`src/rtl/proc_pkg.sv`:
```
// Shared encodings for the simple-processor control unit: opcodes, bus selects,
// ALU codes, step encoding and instruction field positions.
package proc_pkg;

    typedef enum logic [1:0] {
        T0 = 2'd0,
        T1 = 2'd1,
        T2 = 2'd2,
        T3 = 2'd3
    } state_t;

    localparam logic [2:0] OP_MV  = 3'b000;
    localparam logic [2:0] OP_MVT = 3'b001;
    localparam logic [2:0] OP_ADD = 3'b010;
    localparam logic [2:0] OP_SUB = 3'b011;
    localparam logic [2:0] OP_AND = 3'b110;

    localparam logic [3:0] SEL_NONE = 4'd0;
    localparam logic [3:0] SEL_IMM  = 4'd8;
    localparam logic [3:0] SEL_G    = 4'd9;

    localparam logic [1:0] ALU_ADD = 2'b00;
    localparam logic [1:0] ALU_SUB = 2'b01;
    localparam logic [1:0] ALU_AND = 2'b10;

    localparam int OP_HI = 15;
    localparam int OP_LO = 13;
    localparam int M_BIT = 12;
    localparam int RX_HI = 11;
    localparam int RX_LO = 9;
    localparam int RY_HI = 2;
    localparam int RY_LO = 0;

    function automatic logic is_alu(input logic [2:0] op);
        return (op == OP_ADD) || (op == OP_SUB) || (op == OP_AND);
    endfunction

    function automatic logic [1:0] alu_code(input logic [2:0] op);
        case (op)
            OP_SUB:  return ALU_SUB;
            OP_AND:  return ALU_AND;
            default: return ALU_ADD;
        endcase
    endfunction

endpackage

```
`src/rtl/proc_decode.sv`:
```
// Combinational step decoder: maps the current step and IR to datapath
// control strobes and the next step.
module proc_decode
    import proc_pkg::*;
#(
    parameter int DATA_W = 16,
    parameter int NREG   = 8
) (
    input  state_t            state,
    input  logic              run,
    input  logic [DATA_W-1:0] ir,
    output logic [3:0]        bus_sel,
    output logic [NREG-1:0]   r_in,
    output logic              a_in,
    output logic              g_in,
    output logic [1:0]        alu_op,
    output logic              done,
    output logic              illegal,
    output state_t            next_state
);

    logic [2:0] op;
    logic       imm;
    logic [2:0] rx;
    logic [2:0] ry;
    logic       unused_ir;

    assign op        = ir[OP_HI:OP_LO];
    assign imm       = ir[M_BIT];
    assign rx        = ir[RX_HI:RX_LO];
    assign ry        = ir[RY_HI:RY_LO];
    assign unused_ir = ^ir[RX_LO-1:RY_HI+1];

    function automatic logic [NREG-1:0] onehot(input logic [2:0] idx);
        logic [NREG-1:0] v;
        v      = '0;
        v[idx] = 1'b1;
        return v;
    endfunction

    always_comb begin
        bus_sel    = SEL_NONE;
        r_in       = '0;
        a_in       = 1'b0;
        g_in       = 1'b0;
        alu_op     = ALU_ADD;
        done       = 1'b0;
        illegal    = 1'b0;
        next_state = state;

        case (state)
            T0: begin
                if (run) next_state = T1;
            end
            T1: begin
                next_state = T0;
                case (op)
                    OP_MV: begin
                        bus_sel = imm ? SEL_IMM : {1'b0, ry};
                        r_in    = onehot(rx);
                        done    = 1'b1;
                    end
                    OP_MVT: begin
                        // Register-form MVT is a NOP that still completes
                        if (imm) begin
                            bus_sel = SEL_IMM;
                            r_in    = onehot(rx);
                        end
                        done = 1'b1;
                    end
                    OP_ADD, OP_SUB, OP_AND: begin
                        bus_sel    = {1'b0, rx};
                        a_in       = 1'b1;
                        next_state = T2;
                    end
                    default: begin
                        done    = 1'b1;
                        illegal = 1'b1;
                    end
                endcase
            end
            T2: begin
                next_state = T0;
                if (is_alu(op)) begin
                    bus_sel    = imm ? SEL_IMM : {1'b0, ry};
                    g_in       = 1'b1;
                    alu_op     = alu_code(op);
                    next_state = T3;
                end
            end
            T3: begin
                bus_sel    = SEL_G;
                r_in       = onehot(rx);
                done       = 1'b1;
                next_state = T0;
            end
            default: next_state = T0;
        endcase
    end

endmodule

```
`src/rtl/proc_ctrl.sv`:
```
// Processor control unit: holds the step register and IR, and gates the
// decoded control strobes off while reset is asserted.
module proc_ctrl
    import proc_pkg::*;
#(
    parameter int DATA_W = 16,
    parameter int NREG   = 8
) (
    input  logic              clk,
    input  logic              reset,
    input  logic              run,
    input  logic [DATA_W-1:0] din,
    output logic [DATA_W-1:0] ir,
    output logic [3:0]        bus_sel,
    output logic [NREG-1:0]   r_in,
    output logic              a_in,
    output logic              g_in,
    output logic [1:0]        alu_op,
    output logic              done,
    output logic              illegal
);

    state_t            state;
    state_t            next_state;
    logic [DATA_W-1:0] ir_reg;

    logic [3:0]        dec_bus_sel;
    logic [NREG-1:0]   dec_r_in;
    logic              dec_a_in;
    logic              dec_g_in;
    logic [1:0]        dec_alu_op;
    logic              dec_done;
    logic              dec_illegal;

    proc_decode #(
        .DATA_W (DATA_W),
        .NREG   (NREG)
    ) u_decode (
        .state      (state),
        .run        (run),
        .ir         (ir_reg),
        .bus_sel    (dec_bus_sel),
        .r_in       (dec_r_in),
        .a_in       (dec_a_in),
        .g_in       (dec_g_in),
        .alu_op     (dec_alu_op),
        .done       (dec_done),
        .illegal    (dec_illegal),
        .next_state (next_state)
    );

    always_ff @(posedge clk) begin
        if (reset) begin
            state  <= T0;
            ir_reg <= '0;
        end else begin
            state <= next_state;
            if (state == T0 && run) ir_reg <= din;
        end
    end

    assign ir = ir_reg;

    // Strobes are killed in the reset cycle so no partial write-back lands
    always_comb begin
        bus_sel = SEL_NONE;
        r_in    = '0;
        a_in    = 1'b0;
        g_in    = 1'b0;
        alu_op  = ALU_ADD;
        done    = 1'b0;
        illegal = 1'b0;
        if (!reset) begin
            bus_sel = dec_bus_sel;
            r_in    = dec_r_in;
            a_in    = dec_a_in;
            g_in    = dec_g_in;
            alu_op  = dec_alu_op;
            done    = dec_done;
            illegal = dec_illegal;
        end
    end

endmodule

```
`config.mk`:
```
export PLATFORM = sky130hd
export DESIGN_NAME = proc_ctrl
export DESIGN_NICKNAME = d
export VERILOG_FILES = /design/src/rtl/proc_pkg.sv /design/src/rtl/proc_decode.sv /design/src/rtl/proc_ctrl.sv
export SDC_FILE = /design/constraint.sdc
export NUM_CORES = 1
export LEC_CHECK = 0
export CORE_MARGIN = 3
export CORE_UTILIZATION = 39
export CTS_CLUSTER_SIZE = 40
export DETAILED_ROUTE_END_ITERATION = 7
export HOLD_SLACK_MARGIN = 0.12
export PLACE_DENSITY = 0.79
export SYNTH_ARGS = -nofsm -noshare
export SYNTH_HDL_FRONTEND = slang
export SYNTH_SLANG_ARGS = --single-unit
```
`constraint.sdc`:
```
create_clock -name clk -period 1.4 [get_ports clk]
set_input_delay 0.21 -clock clk [delete_from_list [all_inputs] [get_ports clk]]
set_output_delay 0.21 -clock clk [all_outputs]
set_load 0.01 [all_outputs]
```
# ---- Word level (Yosys, flattened, before mapping)
# Cells that the tools add are included.
dict set report word_totals {
  in_bits 19
  ff_bits 18
  word_cells 52
  output_inout_bits 34
}
dict set report classes {
  mux 32
  n_eq_ne 8
  n_lt_le_gt_ge 2
  n_reduce_logical 8
}
# cell count
set op_table {}
lappend op_table {{$pmux W8 S2} 2}
lappend op_table {{$pmux W4 S3} 2}
lappend op_table {{$mux W4} 4}
lappend op_table {{$mux W8} 2}
lappend op_table {{$mux W1} 12}
lappend op_table {{$mux W2} 6}
lappend op_table {{$pmux W2 S4} 1}
lappend op_table {{$eq A3 B2 Y1 const B} 2}
lappend op_table {{$reduce_or A5 Y1} 1}
lappend op_table {{$eq A2 B2 Y1 const B} 2}
lappend op_table {{$lt A3 B4 Y1 const B} 1}
lappend op_table {{$pmux W2 S2} 1}
lappend op_table {{$demux W1 S3} 1}
lappend op_table {{$eq A3 B1 Y1 const B} 1}
lappend op_table {{$eq A3 B3 Y1 const B} 1}
lappend op_table {{$ge A3 B1 Y1 const B} 1}
lappend op_table {{$logic_not A3 Y1} 1}
lappend op_table {{$reduce_or A3 Y1} 1}
lappend op_table {{$eq A2 B1 Y1 const B} 1}
lappend op_table {{$logic_and A1 B1 Y1} 2}
lappend op_table {{$logic_not A2 Y1} 1}
lappend op_table {{$logic_or A1 B1 Y1} 2}
lappend op_table {{$ne A2 B2 Y1 const B} 1}
lappend op_table {{$pmux W1 S2} 1}

# ---- Longest topological paths before layout
# Gate-level depths: netlist of the first run.
dict set report depth {
  depth_word 8
  mapped_depth 6
  mapped_depth_nobuf 3
}

# ---- Hierarchy
# From an unflattened synthesis of the first run, not the netlist that was laid out.
dict set report unflattened {
  cells_unflattened 151
  area_unflattened_um2 1255.0
}
# mod area_per_inst_um2 seq_area_each_um2 n_inst cells_each
set by_module_without_submodules {}
lappend by_module_without_submodules {proc_ctrl 913.4 360.3 1 94}
lappend by_module_without_submodules {proc_decode 341.6 0.0 1 57}

# ---- Worst setup path before layout of the first run
# OpenSTA, ideal clock, no wires.
dict set report synth_path {
  path_type {register -> output}
  start {reg ir_reg[15] (netlist: ir[15])}
  end {out bus_sel[0]}
  required_time_ps 1190
  arrival_time_ps 1247
  path_stages_with_launch 5
  path_buffers 1
  slack_ps -57
  path_cell_list {dfxtp_1 buf_6 nor4_1 a22oi_1 o22ai_1}
}
dict set report synth_via {
  elab_chain_len 6
  elab_cells_between_ends 12
  classes_between {eq/ne (4); mux (4); reduce/logical (4)}
}
# item line_no
set synth_rtl {}
lappend synth_rtl {{from (decl)} proc_ctrl.sv:25} ;# logic [DATA_W-1:0] ir_reg;
lappend synth_rtl {{from (signal assigned)} proc_ctrl.sv:58} ;# if (state == T0 && run) ir_reg <= din;
lappend synth_rtl {{branches (longest 4 deep; another with $pmux W4 S3)} -}
lappend synth_rtl {{$pmux W4 S3 *} proc_decode.sv:51} ;# case (state)
lappend synth_rtl {{$mux W4 *} proc_ctrl.sv:73} ;# if (!reset) begin
lappend synth_rtl {{to (decl)} proc_ctrl.sv:14} ;# output logic [3:0] bus_sel,
# Every way passes the cells marked *.

# ---- Worst setup path after layout of the first run
dict set report layout_path {
  start {reg ir_reg[13] (netlist: ir[13])}
  end {out bus_sel[2]}
}
# Same word-level chain as after synthesis.

==> results of run 1 <==
per-layer routing:
layer  vias to the layer above  part of all wire
met4                         0            0.0085
met2                        67              0.52
li1                        628                 -
met1                       607              0.39
met3                         4             0.084
met5                         -                 0
critical path: stages, from the launching register on:
cell and delay [ps]:
dfxtp_4 390, buf_6 140, a21boi_4 190, nand3b_1 120
a31oi_1 210, buf_2 170
layout make-up:
class,instances,area (um2)
clock buffers,4,36.3
multi-input cells,103,736
flip-flops and latches,18,385
repair buffers,89,751
well taps,30,37.5
fillers,169,554
power breakdown:
part	total, W	leakage [nW]	switching, W	internal [W]
registers	0.000575	0.153	0.0000366	0.000538
logic	0.000401	0.724	0.000177	0.000224
clock network	0.000317	0.0210	0.000159	0.000159
cells in the final DEF, fill, tap and decap left out, types with 2 or more instances in the layout:
cell type	Yosys	final
a21oi_1	16	16
a22oi_1	2	2
a31oi_1	2	2
buf_2	4	17
buf_4	0	27
buf_6	4	10
clkbuf_4	0	3
clkdlybuf4s50_1	0	17
dfxtp_1	18	10
dfxtp_2	0	2
dfxtp_4	0	6
dlygate4sd2_1	0	14
dlymetal6s2s_1	0	3
nand2_1	35	33
nand2_4	0	2
nand2b_4	0	2
nand3_2	0	2
nand3b_1	5	5
nand4b_1	2	2
nor3_1	8	2
nor3_2	0	6
nor3b_2	0	6
kinds of logic (layout without fill, tap and decap cells):
kind of cell,after synthesis,in the layout
flip-flops,18,18
XOR/XNOR,1,1
buffers and inverters,11,93
AO/OA/AOI/OAI,28,28
AND/OR/NAND/NOR,72,72
multiplexers,2,2
stage by stage:
step                total power (W)  std cells  setup slack [ps]  TNS, ps
floorplan                  0.000736        132              10.8        0
global placement           0.000919        232              -703   -12900
detailed placement         0.000930        232              -784   -14240
CTS                         0.00127        240              -277    -3410
global route                0.00135        244              -382    -4830
finish                      0.00129        244              -323    -3820
worst paths after layout:
| path | startpoint | to | slack, ps |
|---|---|---|---|
| max reg2reg | state[0] | ir[9] | 50 |
| max | ir[13] | bus_sel[2] | -320 |
| min | reset | ir[7] | 420 |
| min reg2reg | ir[6] | ir[6] | 460 |
repair_timing:
action	4_1_cts	5_1_grt
gates resized for setup	129	16
pin swaps	14	11
endpoints found under the setup margin	31	23
setup buffers	4	6
endpoints found under the hold margin	0	0
cloned	0	0
==> metrics.txt, run 1 <==
# TYPE chip_impl_metric gauge
chip_impl_metric{name="synth.distinct_cells",unit=""} 35
chip_impl_metric{name="yosys.area_share.simple",unit=""} 0.374
chip_impl_metric{name="finish.net_count",unit=""} 234
chip_impl_metric{name="antenna_left",unit=""} 0
chip_impl_metric{name="number_of_vias_after_detailed_routing",unit=""} 1306
chip_impl_info{name="cts_tree",value="yes"} 1
chip_impl_metric{name="critPathArrivalTime",unit="ps"} 1510
chip_impl_metric{name="final.setup_skew",unit="ps"} 5.83
chip_impl_metric{name="floorplan.initialDensity",unit=""} 0.412
chip_impl_metric{name="via_count_of_the_first_global_routing_pass",unit=""} 1254
chip_impl_metric{name="power.ir.vdd_worst",unit="uV"} 717
chip_impl_metric{name="detail_route.drc_violations",unit=""} 0
chip_impl_metric{name="grt_use_met3",unit=""} 0.0633
chip_impl_metric{name="chipHeight",unit="um"} 57.4
chip_impl_metric{name="timing_worst_slew_pin_value",unit="ps"} 289
chip_impl_metric{name="groute.layer.met2.usage",unit=""} 0.405
chip_impl_metric{name="drt-wirelength-per-cell",unit="um"} 15.5
chip_impl_metric{name="detail_route.first_pass.iterations",unit=""} 5
chip_impl_metric{name="maxCapViolations",unit=""} 0
chip_impl_metric{name="adder_cell_share_of_the_synthesized_area",unit=""} 0
chip_impl_metric{name="synth.ff_latch_count",unit=""} 18
chip_impl_metric{name="design.portCount",unit=""} 53
chip_impl_metric{name="synth_top_area_frac",unit=""} 0.350
chip_impl_info{name="grt_busiest_layer",value="met2"} 1
chip_impl_metric{name="cp_data_required_time",unit="ps"} 1190
chip_impl_metric{name="cts.clk_slew.worst_paths",unit="ps"} 100
chip_impl_metric{name="yosysWarningCount",unit=""} 0
chip_impl_metric{name="route.final.wire_length",unit="um"} 3780
chip_impl_metric{name="leakage",unit="nW"} 0.897
chip_impl_info{name="min-delay-path-class",value="in2reg"} 1
chip_impl_info{name="ys.flop_type",value="dfxtp_1"} 1
chip_impl_info{name="outcome",value="finished, violations left"} 1
chip_impl_metric{name="total_global_routing_track_utilization",unit=""} 0.216
chip_impl_metric{name="gpl.final_weighted_congestion",unit=""} 0.859
chip_impl_metric{name="clk-insertion-delay-late",unit="ps"} 300
chip_impl_metric{name="setup_ws",unit="ps"} -323
chip_impl_metric{name="postSynthAreaPerCell",unit="um2"} 7.81
chip_impl_metric{name="max-slew-margin-rel",unit=""} 0.806
chip_impl_info{name="cts-root-buf",value="clkbuf_4"} 1
chip_impl_metric{name="reg2reg_depth",unit=""} 5
chip_impl_metric{name="post_synth_xor_area_fraction",unit=""} 0.00850
chip_impl_metric{name="core_region_area",unit="mm2"} 0.00250
chip_impl_metric{name="io_buffers",unit=""} 52
chip_impl_info{name="violations",value="setup timing"} 1
chip_impl_metric{name="syn_area",unit="mm2"} 0.00103
chip_impl_metric{name="ctsHtreeMaxLevel",unit=""} 1
chip_impl_metric{name="insertedDiodeCount",unit=""} 0
chip_impl_metric{name="largest_reg_flops",unit=""} 16
chip_impl_metric{name="cts_hold_buf",unit=""} 0
chip_impl_metric{name="post_route_cells_drive_above_1_share",unit=""} 0.453
chip_impl_metric{name="fmaxAchievable",unit="GHz"} 0.580
chip_impl_metric{name="number_of_antenna_violations_at_the_first_check_in_global_routing",unit=""} 0
chip_impl_info{name="synth_most_common_cell",value="nand2_1"} 1
chip_impl_metric{name="hold_violations",unit=""} 0
chip_impl_metric{name="fp-row-count",unit=""} 18
chip_impl_info{name="cp-end-kind",value="output port"} 1
chip_impl_metric{name="worst_hold_slack",unit="ps"} 419
chip_impl_metric{name="synth_sequential_area_ratio",unit=""} 0.350
chip_impl_metric{name="areaGrowthSynthToFinish",unit="%"} 88.7
chip_impl_info{name="synth_top_family_by_area",value="simple AND/OR/NAND/NOR gates"} 1
chip_impl_info{name="synthDominantAreaCellType",value="dfxtp_1"} 1
chip_impl_metric{name="grt_remaining_overflow",unit=""} 0
chip_impl_metric{name="crit_path_max_fanout",unit=""} 5
chip_impl_metric{name="synth_compound_area_frac",unit=""} 0.163
chip_impl_metric{name="avgViaCountPerCell",unit=""} 5.35
chip_impl_metric{name="post_synth_mux_area_share",unit=""} 0.0206
chip_impl_info{name="timing_worst_setup_path_type",value="reg2out"} 1
chip_impl_metric{name="post-dp-hpwl",unit="um"} 2570
chip_impl_metric{name="synthCells",unit=""} 132
chip_impl_metric{name="cts.sink_count",unit=""} 18
chip_impl_metric{name="layout.core_utilization",unit=""} 0.778
chip_impl_metric{name="layout_worst_path_cycle_share",unit=""} 1.23
chip_impl_metric{name="min_delay_path_depth",unit=""} 3
chip_impl_metric{name="timing.final.crit_period",unit="ps"} 1720
chip_impl_metric{name="cts.path.max_buffers",unit=""} 2
chip_impl_metric{name="powerDensity",unit="mW/mm2"} 665
chip_impl_metric{name="cts_made_buffers",unit=""} 3
chip_impl_metric{name="setup_viol",unit=""} 17
chip_impl_metric{name="grt_max_degree",unit=""} 17
chip_impl_metric{name="die_x_extent",unit="um"} 57.4
chip_impl_metric{name="synth_edf_count",unit=""} 0
chip_impl_metric{name="place_area",unit="mm2"} 0.00173
chip_impl_metric{name="synth_fp_nets",unit=""} 151
chip_impl_info{name="grt_setup_unrepaired",value="true"} 1
chip_impl_info{name="netlist_top_cells_count",value="nand2_1, dfxtp_1, a21oi_1"} 1
chip_impl_metric{name="grt_first_pass_wirelength",unit="um"} 5660
chip_impl_metric{name="detail_route.iter0.violations",unit=""} 51
chip_impl_metric{name="die_footprint",unit="mm2"} 0.00330
chip_impl_info{name="synth_area_leaders",value="dfxtp_1, nand2_1, a21oi_1"} 1
chip_impl_metric{name="met1_usage",unit=""} 0.227
chip_impl_metric{name="fin_area",unit="mm2"} 0.00195
chip_impl_metric{name="final-max-slew-violation-count",unit=""} 0
chip_impl_metric{name="async_flop_share",unit=""} 0
chip_impl_info{name="worstSetupStartpointType",value="register"} 1
(Power assumes the default switching activity.)
==> run 2: changes to the inputs <==
--- a/config.mk
+++ b/config.mk
@@ -7,6 +7,7 @@
 export LEC_CHECK = 0
 export CORE_MARGIN = 3
 export CORE_UTILIZATION = 39
+export CTS_CLUSTER_DIAMETER = 60
 export CTS_CLUSTER_SIZE = 40
 export DETAILED_ROUTE_END_ITERATION = 7
 export HOLD_SLACK_MARGIN = 0.12
==> results of run 2 <==
No change in the layout: final DEF, timing and power equal those of run 1.
==> run 3: changes to the inputs <==
--- a/config.mk
+++ b/config.mk
@@ -5,6 +5,7 @@
 export SDC_FILE = /design/constraint.sdc
 export NUM_CORES = 1
 export LEC_CHECK = 0
+export CORE_ASPECT_RATIO = 1.25
 export CORE_MARGIN = 3
 export CORE_UTILIZATION = 39
 export CTS_CLUSTER_DIAMETER = 60
@@ -12,6 +13,7 @@
 export DETAILED_ROUTE_END_ITERATION = 7
 export HOLD_SLACK_MARGIN = 0.12
 export PLACE_DENSITY = 0.79
+export SLEW_MARGIN = 20
 export SYNTH_ARGS = -nofsm -noshare
 export SYNTH_HDL_FRONTEND = slang
 export SYNTH_SLANG_ARGS = --single-unit
==> run 3 against run 2 <==
Compared with the run above:
- the run still ends with setup timing left
- clock-buffer cell count stayed put
- maximum frequency is 3.7% lower
- global-route usage is 4.0 points higher
- hold slack worse by 27 ps
- first-iteration DRC count is 25% lower
- final cell count is 3.3% higher
- core utilization is 5.1 points higher
- power is 3.3% higher
- worst setup slack worse by 65 ps
- combinational power is 11% higher
- cell area is 5.5% higher
- critical endpoint unchanged
- largest cell class unchanged
- highest routed layer unchanged
==> metrics.txt, run 3 (synthesis gave the netlist of run 1 again) <==
# TYPE chip_impl_metric gauge
chip_impl_info{name="outcome",value="finished, violations left"} 1
chip_impl_info{name="violations",value="setup timing"} 1
chip_impl_info{name="cp-end-kind",value="output port"} 1
chip_impl_metric{name="layout_worst_path_cycle_share",unit=""} 1.28
chip_impl_metric{name="cp_data_required_time",unit="ps"} 1190
chip_impl_metric{name="post_route_cells_drive_above_1_share",unit=""} 0.502
chip_impl_info{name="cp_cell_sequence",value="buf_6 -> nor4_4 -> nand3b_1 -> a31oi_1 -> buf_2"} 1
chip_impl_metric{name="timing_worst_slew_pin_value",unit="ps"} 355
chip_impl_metric{name="final.setup_skew",unit="ps"} 1.45
chip_impl_metric{name="gpl.final_weighted_congestion",unit=""} 0.971
chip_impl_metric{name="leakage",unit="nW"} 0.947
chip_impl_info{name="most_common_library_cell_in_the_layout_ignoring_fill_and_taps",value="nand2_1"} 1
chip_impl_metric{name="final-max-slew-violation-count",unit=""} 0
chip_impl_metric{name="core_region_area",unit="mm2"} 0.00248
chip_impl_info{name="slowest_stage",value="dfxtp_4"} 1
chip_impl_metric{name="chipHeight",unit="um"} 63.5
chip_impl_metric{name="fmaxAchievable",unit="GHz"} 0.559
chip_impl_metric{name="via_count_of_the_first_global_routing_pass",unit=""} 1318
chip_impl_metric{name="insertedDiodeCount",unit=""} 0
chip_impl_metric{name="largest_reg_flops",unit=""} 16
chip_impl_metric{name="route.final.wire_length",unit="um"} 4290
chip_impl_info{name="cts_tree",value="yes"} 1
chip_impl_info{name="timing_worst_setup_path_type",value="reg2out"} 1
chip_impl_metric{name="die_x_extent",unit="um"} 52.0
chip_impl_metric{name="detail_route.iter0.violations",unit=""} 38
chip_impl_metric{name="finish.net_count",unit=""} 239
chip_impl_metric{name="hold_violations",unit=""} 0
chip_impl_metric{name="number_of_vias_after_detailed_routing",unit=""} 1368
chip_impl_info{name="min-delay-path-class",value="in2reg"} 1
chip_impl_info{name="layout.cells.most_common_list",value="nand2_1, buf_4, clkdlybuf4s50_1, buf_2, a21oi_1"} 1
chip_impl_metric{name="crit_path_max_fanout",unit=""} 6
chip_impl_metric{name="fp-row-count",unit=""} 20
chip_impl_metric{name="ctsHtreeMaxLevel",unit=""} 1
chip_impl_metric{name="final.fill_count",unit=""} 138
chip_impl_info{name="worst_path_dominant_cell_family",value="flip-flops"} 1
chip_impl_metric{name="setup_tns",unit="ps"} -4210
chip_impl_metric{name="drt-wirelength-per-cell",unit="um"} 17.0
chip_impl_metric{name="cp_slowest_stage_delay",unit="ps"} 400
chip_impl_metric{name="detail_route.first_pass.iterations",unit=""} 4
chip_impl_metric{name="setup_ws",unit="ps"} -388
chip_impl_metric{name="critPathArrivalTime",unit="ps"} 1580
chip_impl_metric{name="setup_viol",unit=""} 18
chip_impl_info{name="grt_setup_unrepaired",value="true"} 1
chip_impl_metric{name="grt_max_degree",unit=""} 18
chip_impl_metric{name="pre_cts_ws",unit="ps"} -766
chip_impl_metric{name="timing.critical_path.buf_inv",unit=""} 2
chip_impl_metric{name="grt_first_pass_wirelength",unit="um"} 6420
chip_impl_metric{name="floorplan.initialDensity",unit=""} 0.416
chip_impl_metric{name="detail_route.drc_violations",unit=""} 0
chip_impl_metric{name="die_footprint",unit="mm2"} 0.00330
chip_impl_metric{name="post-dp-hpwl",unit="um"} 2460
chip_impl_metric{name="grt_remaining_overflow",unit=""} 0
chip_impl_metric{name="number_of_antenna_violations_at_the_first_check_in_global_routing",unit=""} 0
chip_impl_metric{name="max-slew-margin-rel",unit=""} 0.763
chip_impl_metric{name="total_global_routing_track_utilization",unit=""} 0.257
chip_impl_info{name="cts-root-buf",value="clkbuf_4"} 1
chip_impl_metric{name="antenna_left",unit=""} 0
chip_impl_metric{name="cts.path.max_buffers",unit=""} 2
chip_impl_metric{name="power.ir.vdd_worst",unit="uV"} 740
chip_impl_metric{name="io_buffers",unit=""} 52
chip_impl_metric{name="cts_made_buffers",unit=""} 3
chip_impl_info{name="worstSetupStartpointType",value="register"} 1
chip_impl_metric{name="clk-insertion-delay-late",unit="ps"} 290
chip_impl_metric{name="timing.final.crit_period",unit="ps"} 1790
chip_impl_metric{name="powerDensity",unit="mW/mm2"} 651
chip_impl_metric{name="areaGrowthSynthToFinish",unit="%"} 99.2
chip_impl_metric{name="cts.sink_count",unit=""} 18
chip_impl_metric{name="cts.clk_slew.worst_paths",unit="ps"} 100
chip_impl_metric{name="design.portCount",unit=""} 53
chip_impl_metric{name="maxCapViolations",unit=""} 0
chip_impl_metric{name="avgViaCountPerCell",unit=""} 5.43
run 3: worst paths after layout:
| kind | startpoint | end | slack (ps) | depth (start not counted) |
|---|---|---|---|---|
| hold reg to reg | ir[6] | ir[6] | 460 | 2 |
| setup / recovery | ir[14] | bus_sel[2] | -390 | 5 |
| hold / removal | reset | state[1] | 390 | 3 |
| setup reg to reg | state[1] | ir[15] | 60 | 5 |
run 3: power by group:
| group | total [W] | switching, W | internal, W |
|---|---|---|---|
| Clock | 0.000321 | 0.000163 | 0.000159 |
| Sequential | 0.000570 | 0.0000332 | 0.000537 |
| Combinational | 0.000444 | 0.000197 | 0.000247 |
run 3: tightest hold or removal path, cell delays in order:
cell           delay, ps
dlygate4sd2_1        250
buf_6                140
nor3_1                60
run 3: final cells by class:
cell class	instances	area [um2]	area share
clock buffers	4	36.3	0.0177
multi-input cells	103	769	0.375
flip-flops and latches	18	390	0.190
well taps	33	41.3	0.0201
repair buffers	94	816	0.397
run 3: what timing repair did:
action / in CTS / in global routing
setup endpoints to repair: 30 / 39
hold buffers: 0 / 0
buffers inserted: 8 / 4
endpoints found under the hold margin: 0 / 0
gates cloned: 0 / 1
resized for setup: 145 / 16
pin swaps: 15 / 4
run 3: metal layers:
layer / routed length (um) / global-route usage / vias to the layer above
met5: 0 / 0 / -
met3: 249 / 0.0449 / 16
met1: 1720 / 0.297 / 650
met4: 150 / 0.128 / 0
met2: 2170 / 0.439 / 63
li1: - / - / 639
run 3: per-stage QoR:
stage	util	area [um2]	power, W	std cells	hold WS, ps
2_1_floorplan	-	1040	0.000736	132	346
3_3_place_gp	0.708	1750	0.000925	236	442
3_5_place_dp	0.708	1750	0.000934	236	446
4_1_cts	0.791	1960	0.00130	247	352
5_1_grt	0.829	2050	0.00139	252	389
6_report	0.829	2050	0.00134	252	392
